File: src/rtl/fsm_seq_ctrl_if.sv
// Command/status interface for fsm_seq_ctrl.
//   user_input  : command code, qualified by cmd_valid
//   cmd_valid   : command qualifier
//   out         : current state index (all-ones = FAULT)
//   fault       : high while in FAULT
//   timeout_evt : one-cycle pulse on idle-timeout return to state 0
//   cmd_err     : one-cycle pulse when an undefined command is accepted
// master = command source, slave = the sequencer.
interface fsm_seq_ctrl_if #(
  parameter int STATE_W = 3,
  parameter int CMD_W   = 3
);
  logic [CMD_W-1:0]   user_input;
  logic               cmd_valid;
  logic [STATE_W-1:0] out;
  logic               fault;
  logic               timeout_evt;
  logic               cmd_err;

  modport master (
    output user_input, cmd_valid,
    input  out, fault, timeout_evt, cmd_err
  );

  modport slave (
    input  user_input, cmd_valid,
    output out, fault, timeout_evt, cmd_err
  );
endinterface

File: src/rtl/fsm_seq_ctrl.sv
// Parametrised command-driven sequencer.
// Steps through states 0..NUM_STATES-1 on NOP/NEXT/PREV/CLEAR commands,
// enters FAULT (all-ones) on undefined commands or illegal encodings, and
// returns to state 0 after TIMEOUT consecutive idle cycles.
// Ports:
//   clk   : rising-edge clock
//   rst_n : asynchronous active-low reset
//   bus   : fsm_seq_ctrl_if slave (user_input, cmd_valid in;
//           out, fault, timeout_evt, cmd_err out, all registered)
module fsm_seq_ctrl #(
  parameter int STATE_W    = 3,
  parameter int NUM_STATES = 6,
  parameter int CMD_W      = 3,
  parameter bit WRAP       = 1'b1,
  parameter int TIMEOUT    = 15,
  parameter int TO_W       = 4
) (
  input  logic          clk,
  input  logic          rst_n,
  fsm_seq_ctrl_if.slave bus
);

  typedef enum logic [CMD_W-1:0] {
    CMD_NOP   = CMD_W'(0),
    CMD_NEXT  = CMD_W'(1),
    CMD_PREV  = CMD_W'(2),
    CMD_CLEAR = CMD_W'(3)
  } cmd_t;

  localparam logic [STATE_W-1:0] ST_ZERO  = '0;
  localparam logic [STATE_W-1:0] ST_LAST  = STATE_W'(NUM_STATES - 1);
  localparam logic [STATE_W-1:0] ST_FAULT = '1;
  localparam logic [TO_W-1:0]    TO_LAST  = (TIMEOUT > 0) ? TO_W'(TIMEOUT - 1) : '0;

  logic [STATE_W-1:0] state_q, state_d;
  logic [TO_W-1:0]    cnt_q, cnt_d;
  logic               fault_q, to_q, to_d, err_q, err_d;

  always_ff @(posedge clk or negedge rst_n) begin
    if (!rst_n) begin
      state_q <= ST_ZERO;
      cnt_q   <= '0;
      fault_q <= 1'b0;
      to_q    <= 1'b0;
      err_q   <= 1'b0;
    end else begin
      state_q <= state_d;
      cnt_q   <= cnt_d;
      fault_q <= (state_d == ST_FAULT);
      to_q    <= to_d;
      err_q   <= err_d;
    end
  end

  always_comb begin
    state_d = state_q;
    cnt_d   = cnt_q;
    to_d    = 1'b0;
    err_d   = 1'b0;

    if (state_q == ST_FAULT) begin
      cnt_d = '0;
      if (bus.cmd_valid && (bus.user_input == CMD_CLEAR)) begin
        state_d = ST_ZERO;
      end
    end else if (state_q > ST_LAST) begin
      // Illegal encoding: always fall into FAULT, silently.
      state_d = ST_FAULT;
      cnt_d   = '0;
    end else if (bus.cmd_valid) begin
      // A valid command beats a timeout expiring on the same cycle.
      cnt_d = '0;
      case (bus.user_input)
        CMD_NOP:   state_d = state_q;
        CMD_NEXT:  state_d = (state_q == ST_LAST) ? (WRAP ? ST_ZERO : ST_LAST)
                                                  : state_q + STATE_W'(1);
        CMD_PREV:  state_d = (state_q == ST_ZERO) ? (WRAP ? ST_LAST : ST_ZERO)
                                                  : state_q - STATE_W'(1);
        CMD_CLEAR: state_d = ST_ZERO;
        default: begin
          state_d = ST_FAULT;
          err_d   = 1'b1;
        end
      endcase
    end else if (state_q == ST_ZERO) begin
      cnt_d = '0;
    end else if (TIMEOUT > 0) begin
      if (cnt_q == TO_LAST) begin
        state_d = ST_ZERO;
        to_d    = 1'b1;
        cnt_d   = '0;
      end else begin
        cnt_d = cnt_q + TO_W'(1);
      end
    end
  end

  assign bus.out         = state_q;
  assign bus.fault       = fault_q;
  assign bus.timeout_evt = to_q;
  assign bus.cmd_err     = err_q;

endmodule

File: src/flat_wrapper.sv
// flat-port wrapper written by rule: the top's interface ports become plain ports
module fsm_seq_ctrl_flat 
#(
  parameter int STATE_W    = 3,
  parameter int NUM_STATES = 6,
  parameter int CMD_W      = 3,
  parameter bit WRAP       = 1'b1,
  parameter int TIMEOUT    = 15,
  parameter int TO_W       = 4
)
  (clk, rst_n, bus_user_input, bus_cmd_valid, bus_out, bus_fault, bus_timeout_evt, bus_cmd_err);
  fsm_seq_ctrl_if #(.STATE_W(STATE_W), .CMD_W(CMD_W)) bus_i ();
  input  logic clk;
  input  logic rst_n;
  input wire logic [$bits(bus_i.user_input)-1:0] bus_user_input;
  input wire logic [$bits(bus_i.cmd_valid)-1:0] bus_cmd_valid;
  output wire logic [$bits(bus_i.out)-1:0] bus_out;
  output wire logic [$bits(bus_i.fault)-1:0] bus_fault;
  output wire logic [$bits(bus_i.timeout_evt)-1:0] bus_timeout_evt;
  output wire logic [$bits(bus_i.cmd_err)-1:0] bus_cmd_err;
  assign bus_i.user_input = bus_user_input;
  assign bus_i.cmd_valid = bus_cmd_valid;
  assign bus_out = bus_i.out;
  assign bus_fault = bus_i.fault;
  assign bus_timeout_evt = bus_i.timeout_evt;
  assign bus_cmd_err = bus_i.cmd_err;
  fsm_seq_ctrl #(.STATE_W(STATE_W), .NUM_STATES(NUM_STATES), .CMD_W(CMD_W), .WRAP(WRAP), .TIMEOUT(TIMEOUT), .TO_W(TO_W)) u_core (.clk(clk), .rst_n(rst_n), .bus(bus_i));
endmodule
File: config.mk
export PLATFORM = sky130hd
export DESIGN_NAME = fsm_seq_ctrl_flat
export DESIGN_NICKNAME = d
export VERILOG_FILES = /design/src/rtl/fsm_seq_ctrl_if.sv /design/src/rtl/fsm_seq_ctrl.sv /design/src/flat_wrapper.sv
export SDC_FILE = /design/constraint.sdc
export NUM_CORES = 1
export LEC_CHECK = 0
export BUFFER_PORTS_ARGS = -buffer_cell sky130_fd_sc_hd__buf_4
export CAP_MARGIN = 15
export CELL_PAD_IN_SITES_DETAIL_PLACEMENT = 1
export CELL_PAD_IN_SITES_GLOBAL_PLACEMENT = 2
export CORE_MARGIN = 2
export CORE_UTILIZATION = 34
export DETAILED_ROUTE_END_ITERATION = 7
export PLACE_DENSITY = 0.83
export RECOVER_POWER = 50
export SETUP_SLACK_MARGIN = 0.05
export SLEW_MARGIN = 20
export SYNTH_ARGS = -nofsm -noshare
export SYNTH_HDL_FRONTEND = slang
export SYNTH_SLANG_ARGS = --single-unit
File: constraint.sdc
create_clock -name clk -period 3.6 [get_ports clk]
set_input_delay 0.36 -clock clk [delete_from_list [all_inputs] [get_ports clk]]
set_output_delay 0.36 -clock clk [all_outputs]
set_load 0.1 [all_outputs]
==> results.cfg, run 1 <==
[run_status]
outcome = completed

[grt]
grt-ovfl-total = 0
use_met3 = 0.0340
antenna_found_initial = 0
grt_first_pass_wirelength_microns = 2510
grt_pass1_vias = 578
grt_use_met1 = 0.214
track_usage = 0.161
use_met2 = 0.249
busiest_layer = met2
grt_max_degree = 14

[floorplan]
ioPinCount = 12
die_y_microns = 47.5
initial_core_util = 0.369
dieArea_sq_um = 2260
core_area_sq_um = 1750
fp.dieW_microns = 47.5
rows = 15

[finish]
layout.nets = 89
diodes = 0
areaGrowthSynthToFinish_pct = 15.3
drive_gt1_frac = 0.177

[sta]
max_slew.worst_pin.slew_ps = 1170
finalWorstSetupSlack_ps = 1630
finalSetupViolCount = 0
period_needed_ps = 1970
slew_violations = 0
tns_ps = 0
max_freq_mhz = 509
relSlewSlack = 0.222
fin_crit_sh = 0.546
skew_ps = 2.92
report.final.hold_viol_count = 0
rsz0062_at_grt = no

[drt]
num_vias = 555
drtAntennaViolNets = 0
post-route-drc-count = 0
vias_per_cell = 5.34
avgRoutedWirePerCell_microns = 14.2
drt-total-wl_microns = 1470
drt_iter0_drc = 4
firstDrtPassIters = 2

[placed_design]
portBuffers = 11
gp_congestion = 0.801
dp_hpwl_microns = 1090
pre_cts_ws_ps = 1650

[clock_tree]
clk_path_buf_depth = 2
clock_sinks = 10
cts_tree = built
cts_root_buffer = clkbuf_4
cts.clk_slew.worst_paths_ps = 70
clock_latency_ps = 260
cts_buffers = 3
htreeDepth = 1
cts_resized = 0

[yosys]
ys_types = 34
yosys.area.top_type = dfrtp_1
avgSynthCellArea_sq_um = 9.62
netlist_area_sq_um = 644
ys_top_cells_by_area = dfrtp_1, ha_1, clkbuf_8
syn_inst = 67
yosysTopAreaCellShare = 0.388
seq_area_frac_synth = 0.388
ys_ff_latch = 10
synth_nets = 76
yosysWarnings = 0

[job]
maxCapViolCount = 0

[power_and_ir_drop]
ir_drop_v = 0.000328
p_total_uw = 679
power.density_nw_per_um2 = 914
p_leak_nw = 0.313

[worst_setup_path]
crit_path_end_kind = flop
crit_type = flop to flop
crit_arrival_ps = 2120
crit_buf_inv = 0
crit_family = simple AND/OR/NAND/NOR gates
cp_cell_sequence = and2_1 -> ha_1 -> or3_2 -> a31o_2 -> and3_1
worst_ep_required_time_ps = 3760
cp_max_fo = 13
worstSetupStartpointType = flop
cpMaxStageDelayCell = dfrtp_1
slowest_delay_ps = 510

[worst_hold_path]
worstHoldPathType = input port to flop
[placed cells by master (no fill, tap or decap), drive strengths merged]
| cell type | instances |
|---|---|
| xor2 | 1 |
| a31oi | 2 |
| nand3 | 2 |
| a31o | 1 |
| a221oi | 1 |
| a21oi | 2 |
| buf | 7 |
| nor4b | 2 |
| inv | 5 |
| dfrtp | 10 |
| nor3 | 2 |
| ha | 3 |
| o32ai | 1 |
| clkbuf | 8 |
| and2 | 1 |
| nor4 | 1 |
| a21boi | 1 |
| nand4b | 2 |
| or3 | 1 |
| and3 | 1 |
| or2 | 1 |
| a32o | 1 |
| o21ai | 3 |
| nand2 | 3 |
| xnor2 | 2 |
| dlygate4sd3 | 1 |
| a2111oi | 2 |
| o2bb2ai | 1 |
| a21o | 1 |
| nor2b | 1 |
| nor4bb | 1 |
| and2b | 1 |
| nor2 | 7 |
[repair_timing]
item / in CTS / in global routing
hold buffers: 1 / 0
setup buffers: 0 / 0
hold endpoints to repair: 10 / 0
[layer usage]
metal / vias to the layer above / share of wire
li1: 268 / -
met1: 279 / 0.46
met2: 6 / 0.51
met3: 2 / 0.028
met4: 0 / 0.0068
met5: - / 0
[cell families after synthesis]
logic type / count (synthesis) / synth area share
and+or+nand+nor: 26 / 0.231
buffers and inverters: 9 / 0.101
adders and majority gates: 3 / 0.0583
DFF: 10 / 0.388
AOI/OAI and AO/OA: 16 / 0.181
xor gates and xnor gates: 3 / 0.0408
[cell type report]
| class | count | area [sq um] |
|---|---|---|
| Clock buffer | 4 | 36.3 |
| Fill cell | 217 | 1000 |
| Inverter | 5 | 18.8 |
| Multi-Input combinational cell | 48 | 329 |
| Sequential cell | 10 | 250 |
| Tap cell | 25 | 31.3 |
| Timing Repair Buffer | 12 | 77.6 |
[cells in the mapped netlist (all sizes together)]
cell,count
dfrtp,10
nor2,7
inv,5
ha,3
nand2,3
o21ai,3
a2111oi,2
a21oi,2
a31oi,2
buf,2
clkbuf,2
nand3,2
nand4b,2
nor3,2
nor4b,2
xnor2,2
a21boi,1
a21o,1
a221oi,1
a31o,1
a32o,1
and2,1
and2b,1
and3,1
nor2b,1
nor4,1
nor4bb,1
o2bb2ai,1
o32ai,1
or2,1
or3,1
xor2,1
[flip-flops by register name, summed over array words and instances (netlist names)]
signal	count
u_core.bus.cmd_err	1
u_core.bus.fault	1
u_core.bus.out	3
u_core.bus.timeout_evt	1
u_core.cnt_q	4
[stage by stage]
stage / area (sq um) / hold WS [ps] / std cells / utilization
6_report: 743 / 329 / 104 / 0.426
5_1_grt: 743 / 336 / 104 / 0.426
4_1_cts: 758 / 322 / 104 / 0.434
3_5_place_dp: 712 / 195 / 99 / 0.408
3_3_place_gp: 712 / 191 / 99 / 0.408
2_1_floorplan: 644 / 64.4 / 67 / -
[power breakdown]
part	leakage (nW)	internal, mW	switching, mW
Clock	0.0210	0.0614	0.0397
Sequential	0.125	0.140	0.0549
Combinational	0.167	0.113	0.270
[worst paths after layout]
check                             startpoint                endpoint  slack, ps  depth (start not counted)
setup / recovery           u_core.bus.out[1]        u_core.bus.fault       1630                          5
hold / removal                 bus_cmd_valid  u_core.bus.timeout_evt        330                          2
setup reg to reg           u_core.bus.out[1]        u_core.bus.fault       1630                          5
hold reg to reg              u_core.cnt_q[0]         u_core.cnt_q[0]        490                          1
max in group asynchronous              rst_n  u_core.bus.timeout_evt       2640                          2
min in group asynchronous              rst_n       u_core.bus.out[0]        600                          2
Power figures use the tool's default switching activity.
==> run 2: changes to the inputs <==
CORE_UTILIZATION = 32   (was 34)
PLACE_DENSITY = 0.79   (was 0.83)
clock period = 2 ns   (was 3.6 ns; I/O delays follow)
==> run 2 against run 1 <==
Against the previous run:
- global-route usage fell by 1.9 points
- largest power group unchanged
- die area increased by 5.7%
- critical endpoint unchanged
- critical path type unchanged
- register-to-register slack got worse by 1400 ps
- largest cell class unchanged
- final cell count grew 1.9%
- via count fell by 1.3%
- maximum frequency rose by 13%
- wire length is 1.3% lower
- worst setup slack got worse by 1400 ps
- final area rose by 5.2%
==> results.cfg, run 2 (synthesis results as in run 1) <==
[run_status]
outcome = completed

[clock_tree]
clk_path_buf_depth = 2
htreeDepth = 1
cts_root_buffer = clkbuf_4
cts_tree = built
clock_latency_ps = 260
cts_buffers = 3
cts_resized = 0
cts.clk_slew.worst_paths_ps = 70
clock_sinks = 10

[floorplan]
dieArea_sq_um = 2390
core_area_sq_um = 1920
rows = 16
initial_core_util = 0.335
ioPinCount = 12
die_y_microns = 48.9
fp.dieW_microns = 48.9

[worst_setup_path]
rr_startpoint = u_core.bus.out[1]
slowest_delay_ps = 540
worst_ep_required_time_ps = 2150
crit_type = flop to flop
crit_path_end_kind = flop
worstSetupStartpointType = flop
ff2ff_path_depth = 5
cpMaxStageDelayCell = dfrtp_4
cp_cell_sequence = and2_4 -> ha_4 -> or3_4 -> a31o_4 -> and3_1
r2r_setup_slack_ps = 260
cp_max_fo = 13
crit_arrival_ps = 1900
startpoint = u_core.bus.out[1]
rr_endpoint = u_core.bus.fault

[finish]
layout.nets = 89
final_cell_mix = nor2_1, buf_4, dfrtp_1
top_register = u_core.cnt_q
diodes = 0
areaGrowthSynthToFinish_pct = 21.4
drive_gt1_frac = 0.241
largest_register_ffs = 4
nFillCells = 246
final_cells = 106

[placed_design]
portBuffers = 11
dp_hpwl_microns = 1110
gp_congestion = 0.734
place_inst = 101

[sta]
slew_violations = 0
relSlewSlack = 0.219
max_freq_mhz = 574
finalSetupViolCount = 0
skew_ps = 1.04
fin_crit_sh = 0.870
tns_ps = 0
rsz0062_at_grt = no
period_needed_ps = 1740
report.final.hold_viol_count = 0
max_slew.worst_pin.slew_ps = 1180

[drt]
vias_per_cell = 5.17
avgRoutedWirePerCell_microns = 13.7
drtAntennaViolNets = 0
drt-total-wl_microns = 1450
drt_iter0_drc = 5
firstDrtPassIters = 3
post-route-drc-count = 0
num_vias = 548

[worst_hold_path]
hold_depth = 2
worstHoldPathType = input port to flop
worst_hold_startpoint = bus_cmd_valid
hold_path_end = u_core.bus.timeout_evt

[grt]
track_usage = 0.142
antenna_found_initial = 0
grt_max_degree = 14
grt_pass1_vias = 535
grt_first_pass_wirelength_microns = 2550
grt-ovfl-total = 0

[power_and_ir_drop]
pwr-share-clk = 0.138
ir_drop_v = 0.000568
power.switching_uw = 680
power.density_nw_per_um2 = 1680
p_leak_nw = 0.320
netSwitchingFraction = 0.518
p_comb_frac = 0.574
p_seq_frac = 0.289
p_int_uw = 633
p_total_mw = 1.31

[job]
maxCapViolCount = 0
## run 2: cell counts in the layout (fill, tap and decap cells not counted)
Identical to the previous run, type by type.
## run 2: final cells by class
class | instances | area [sq um] | area share
multi-input combinational | 48 | 357 | 0.456
sequential | 10 | 259 | 0.331
timing repair buffer | 12 | 77.6 | 0.0992
clock buffer | 4 | 36.3 | 0.0464
tap | 27 | 33.8 | 0.0432
inverter | 5 | 18.8 | 0.0240
## run 2: repair_timing
| item | in CTS | in global routing |
|---|---|---|
| buffers inserted | 0 | 0 |
| hold endpoints to repair | 10 | 0 |
| setup endpoints to repair | 0 | 0 |
| hold buffers | 1 | 0 |
## run 2: per-stage QoR
step                area [sq um]  hold WS, ps  setup slack, ps  utilization
finish                       782          170              259        0.407
global route                 782          169              150        0.407
CTS                          797          157              248        0.415
detailed placement           751         39.7              266        0.391
global placement             751         36.5              284        0.391
floorplan                    681        -95.6             68.3            -
## run 2: worst max-delay path by stage
stage | endpoint | slack, ps
floorplan | u_core.bus.fault | 70
global placement | u_core.bus.fault | 280
detailed placement | u_core.bus.fault | 270
CTS | u_core.bus.fault | 250
global route | u_core.bus.fault | 150
finish | u_core.bus.fault | 260
## run 2: per-layer routing
metal,track usage,part of all wire
met4,0.0571,0
met3,0.0460,0.030
met2,0.210,0.48
met5,0,0
met1,0.190,0.48
## run 2: power groups by stage
stage	registers, mW	clock network (mW)	logic, mW
2_1_floorplan	0.617	0	0.417
3_3_place_gp	0.378	0	0.753
3_5_place_dp	0.383	0	0.774
4_1_cts	0.379	0.192	0.778
5_1_grt	0.395	0.201	0.817
6_report	0.379	0.181	0.753
## run 2: worst max-delay path: cells and delay by family (launching register included)
kind            cells  cell delay (ps)
simple gates        3              680
flops               1              540
compound gates      1              220
fa+ha+maj           1              180
==> run 3: changes to the inputs <==
ABC_AREA = 1   (was not set)
CORE_UTILIZATION = 29   (was 32)
PLACE_DENSITY = 0.78   (was 0.79)
==> run 3 against run 2 <==
Against the previous run:
- sequential cell count unchanged
- final area increased by 2.6%
- clock power barely moved
- register-to-register slack improved by 90 ps
- sequential power shrank 22%
==> results.cfg, run 3 <==
[run_status]
outcome = completed

[worst_setup_path]
worstSetupStartpointType = flop
cpMaxStageDelayCell = dfrtp_2
crit_type = flop to flop
worst_ep_required_time_ps = 2160
slowest_delay_ps = 470
cp_max_fo = 7
crit_buf_inv = 2
crit_arrival_ps = 1820
cp_cell_sequence = nand2_1 -> inv_1 -> ha_1 -> or2_4 -> inv_2 -> nand2_1 -> nand2_1 -> nand2_2 -> nand2_2 -> nor2_2
rr_endpoint = u_core.bus.fault
timing.critical_path.mode_cell = nand2_1
startpoint = u_core.bus.out[1]
ff2ff_path_depth = 10
crit_family = simple AND/OR/NAND/NOR gates
r2r_setup_slack_ps = 350
rr_startpoint = u_core.bus.out[1]
crit_path_end_kind = flop

[power_and_ir_drop]
p_seq_frac = 0.280
power.switching_uw = 559
p_total_mw = 1.06
ir_drop_v = 0.000722
p_int_uw = 499
p_comb_frac = 0.549
pwr-share-clk = 0.171
netSwitchingFraction = 0.528
p_leak_nw = 0.408
power.density_nw_per_um2 = 1320

[finish]
final_cell_mix = nand2_1, nand3_1, nor2_1, dfrtp_1
drive_gt1_frac = 0.279
final_common_cell = nand2_1
nFillCells = 291
final_cells = 132
top_register = u_core.cnt_q
diodes = 0
largest_register_ffs = 4
layout.nets = 114
areaGrowthSynthToFinish_pct = 23.3

[yosys]
synth_flop_cell = dfrtp_1
synthArstFlopShare = 1.00
yosysWarnings = 0
avgSynthCellArea_sq_um = 7.39
synth_edf_count = 0
ys_ff_latch = 10
synth_nets = 97
ys_top_cells_by_area = dfrtp_1, nand2_1, nand3_1
seq_area_frac_synth = 0.385
yosysTopAreaCellShare = 0.385
ys_types = 20
syn_inst = 88
yosysMostFrequentCell = nand2_1
netlist_area_sq_um = 651
yosys.area.top_type = dfrtp_1
synth_common_cells = nand2_1, dfrtp_1, nand3_1

[sta]
max_slew.worst_pin.slew_ps = 1170
finalSetupViolCount = 0
rsz0062_at_grt = no
period_needed_ps = 1650
fin_crit_sh = 0.826
skew_ps = 5.89
max_freq_mhz = 605
tns_ps = 0
slew_violations = 0
report.final.hold_viol_count = 0
relSlewSlack = 0.227

[floorplan]
initial_core_util = 0.300
rows = 17
die_y_microns = 51.4
fp.dieW_microns = 51.4
core_area_sq_um = 2170
ioPinCount = 12
dieArea_sq_um = 2640

[clock_tree]
clock_latency_ps = 270
htreeDepth = 1
post-cts-setup-buffers = 0
clock_sinks = 10
cts_root_buffer = clkbuf_4
cts.clk_slew.worst_paths_ps = 70
cts_buffers = 3
cts_resized = 0
cts_tree = built
hold_buffers = 1
clk_path_buf_depth = 2

[placed_design]
portBuffers = 11
place_inst = 127
dp_hpwl_microns = 1280
gp_congestion = 0.732

[grt]
grt-ovfl-total = 0
grt_pass1_vias = 594
track_usage = 0.147
grt_max_degree = 11
grt_first_pass_wirelength_microns = 2770
antenna_found_initial = 0

[drt]
avgRoutedWirePerCell_microns = 11.9
num_vias = 611
firstDrtPassIters = 2
drt_iter0_drc = 3
drtAntennaViolNets = 0
drt-total-wl_microns = 1580
post-route-drc-count = 0
vias_per_cell = 4.63

[job]
maxCapViolCount = 0

[worst_hold_path]
hold_depth = 3
worst_hold_startpoint = bus_user_input[2]
worstHoldPathType = input port to flop
hold_path_end = u_core.bus.cmd_err
==> run 3: worst max-delay path by stage <==
stage                   endpoint  slack, ps  cells after the start
5_1_grt        u_core.bus.out[2]        230                      8
4_1_cts         u_core.bus.fault        350                      8
2_1_floorplan   u_core.bus.fault         60                      6
3_5_place_dp    u_core.bus.fault        370                     10
3_3_place_gp    u_core.bus.fault        370                     10
6_report        u_core.bus.fault        350                     10
==> run 3: cell families after synthesis <==
kind of cell | count (synthesis) | share of synthesized area
adder cells (fa/ha/maj) | 3 | 0.0577
AO/OA/AOI/OAI | 5 | 0.0404
flip-flops | 10 | 0.385
XOR/XNOR | 2 | 0.0269
AND/OR/NAND/NOR | 57 | 0.427
buffers and inverters | 11 | 0.0635
==> run 3: routing by layer <==
metal  vias to the layer above  track usage  part of all wire
met2                         5        0.214              0.46
met1                       287        0.199              0.51
li1                        315            -                 -
met5                         -            0                 0
met3                         4       0.0526             0.024
met4                         0       0.0526             0.011
==> run 3: cell type report <==
| cell class | count | area, sq um | share of cell area |
|---|---|---|---|
| multi-input combinational | 67 | 359 | 0.448 |
| sequential | 10 | 253 | 0.315 |
| timing repair buffer | 12 | 77.6 | 0.0967 |
| tap | 28 | 35.0 | 0.0437 |
| inverter | 11 | 41.3 | 0.0515 |
| clock buffer | 4 | 36.3 | 0.0452 |
==> run 3: power groups by stage <==
stage	sequential [mW]	combinational [mW]	clock [mW]
floorplan	0.517	0.245	0
global placement	0.299	0.593	0
detailed placement	0.301	0.596	0
CTS	0.296	0.600	0.190
global route	0.303	0.628	0.205
finish	0.296	0.581	0.180
==> run 3: per-stage QoR <==
step                      hold WS [ps]  area (sq um)  utilization  setup WS [ps]
final                              258           802        0.370            347
after global routing               264           802        0.370            226
after CTS                          244           817        0.377            347
after detailed placement          37.6           771        0.355            366
after global placement            34.7           771        0.355            373
after floorplan                  -95.6           653            -           63.7
==> run 3: worst reg2reg max path: stages (launching register included) <==
cell and delay [ps]:
dfrtp_2 470, nand2_1 120, inv_1 50, ha_1 250
or2_4 290, inv_2 80, nand2_1 50, nand2_1 80
nand2_2 70, nand2_2 70, nor2_2 30
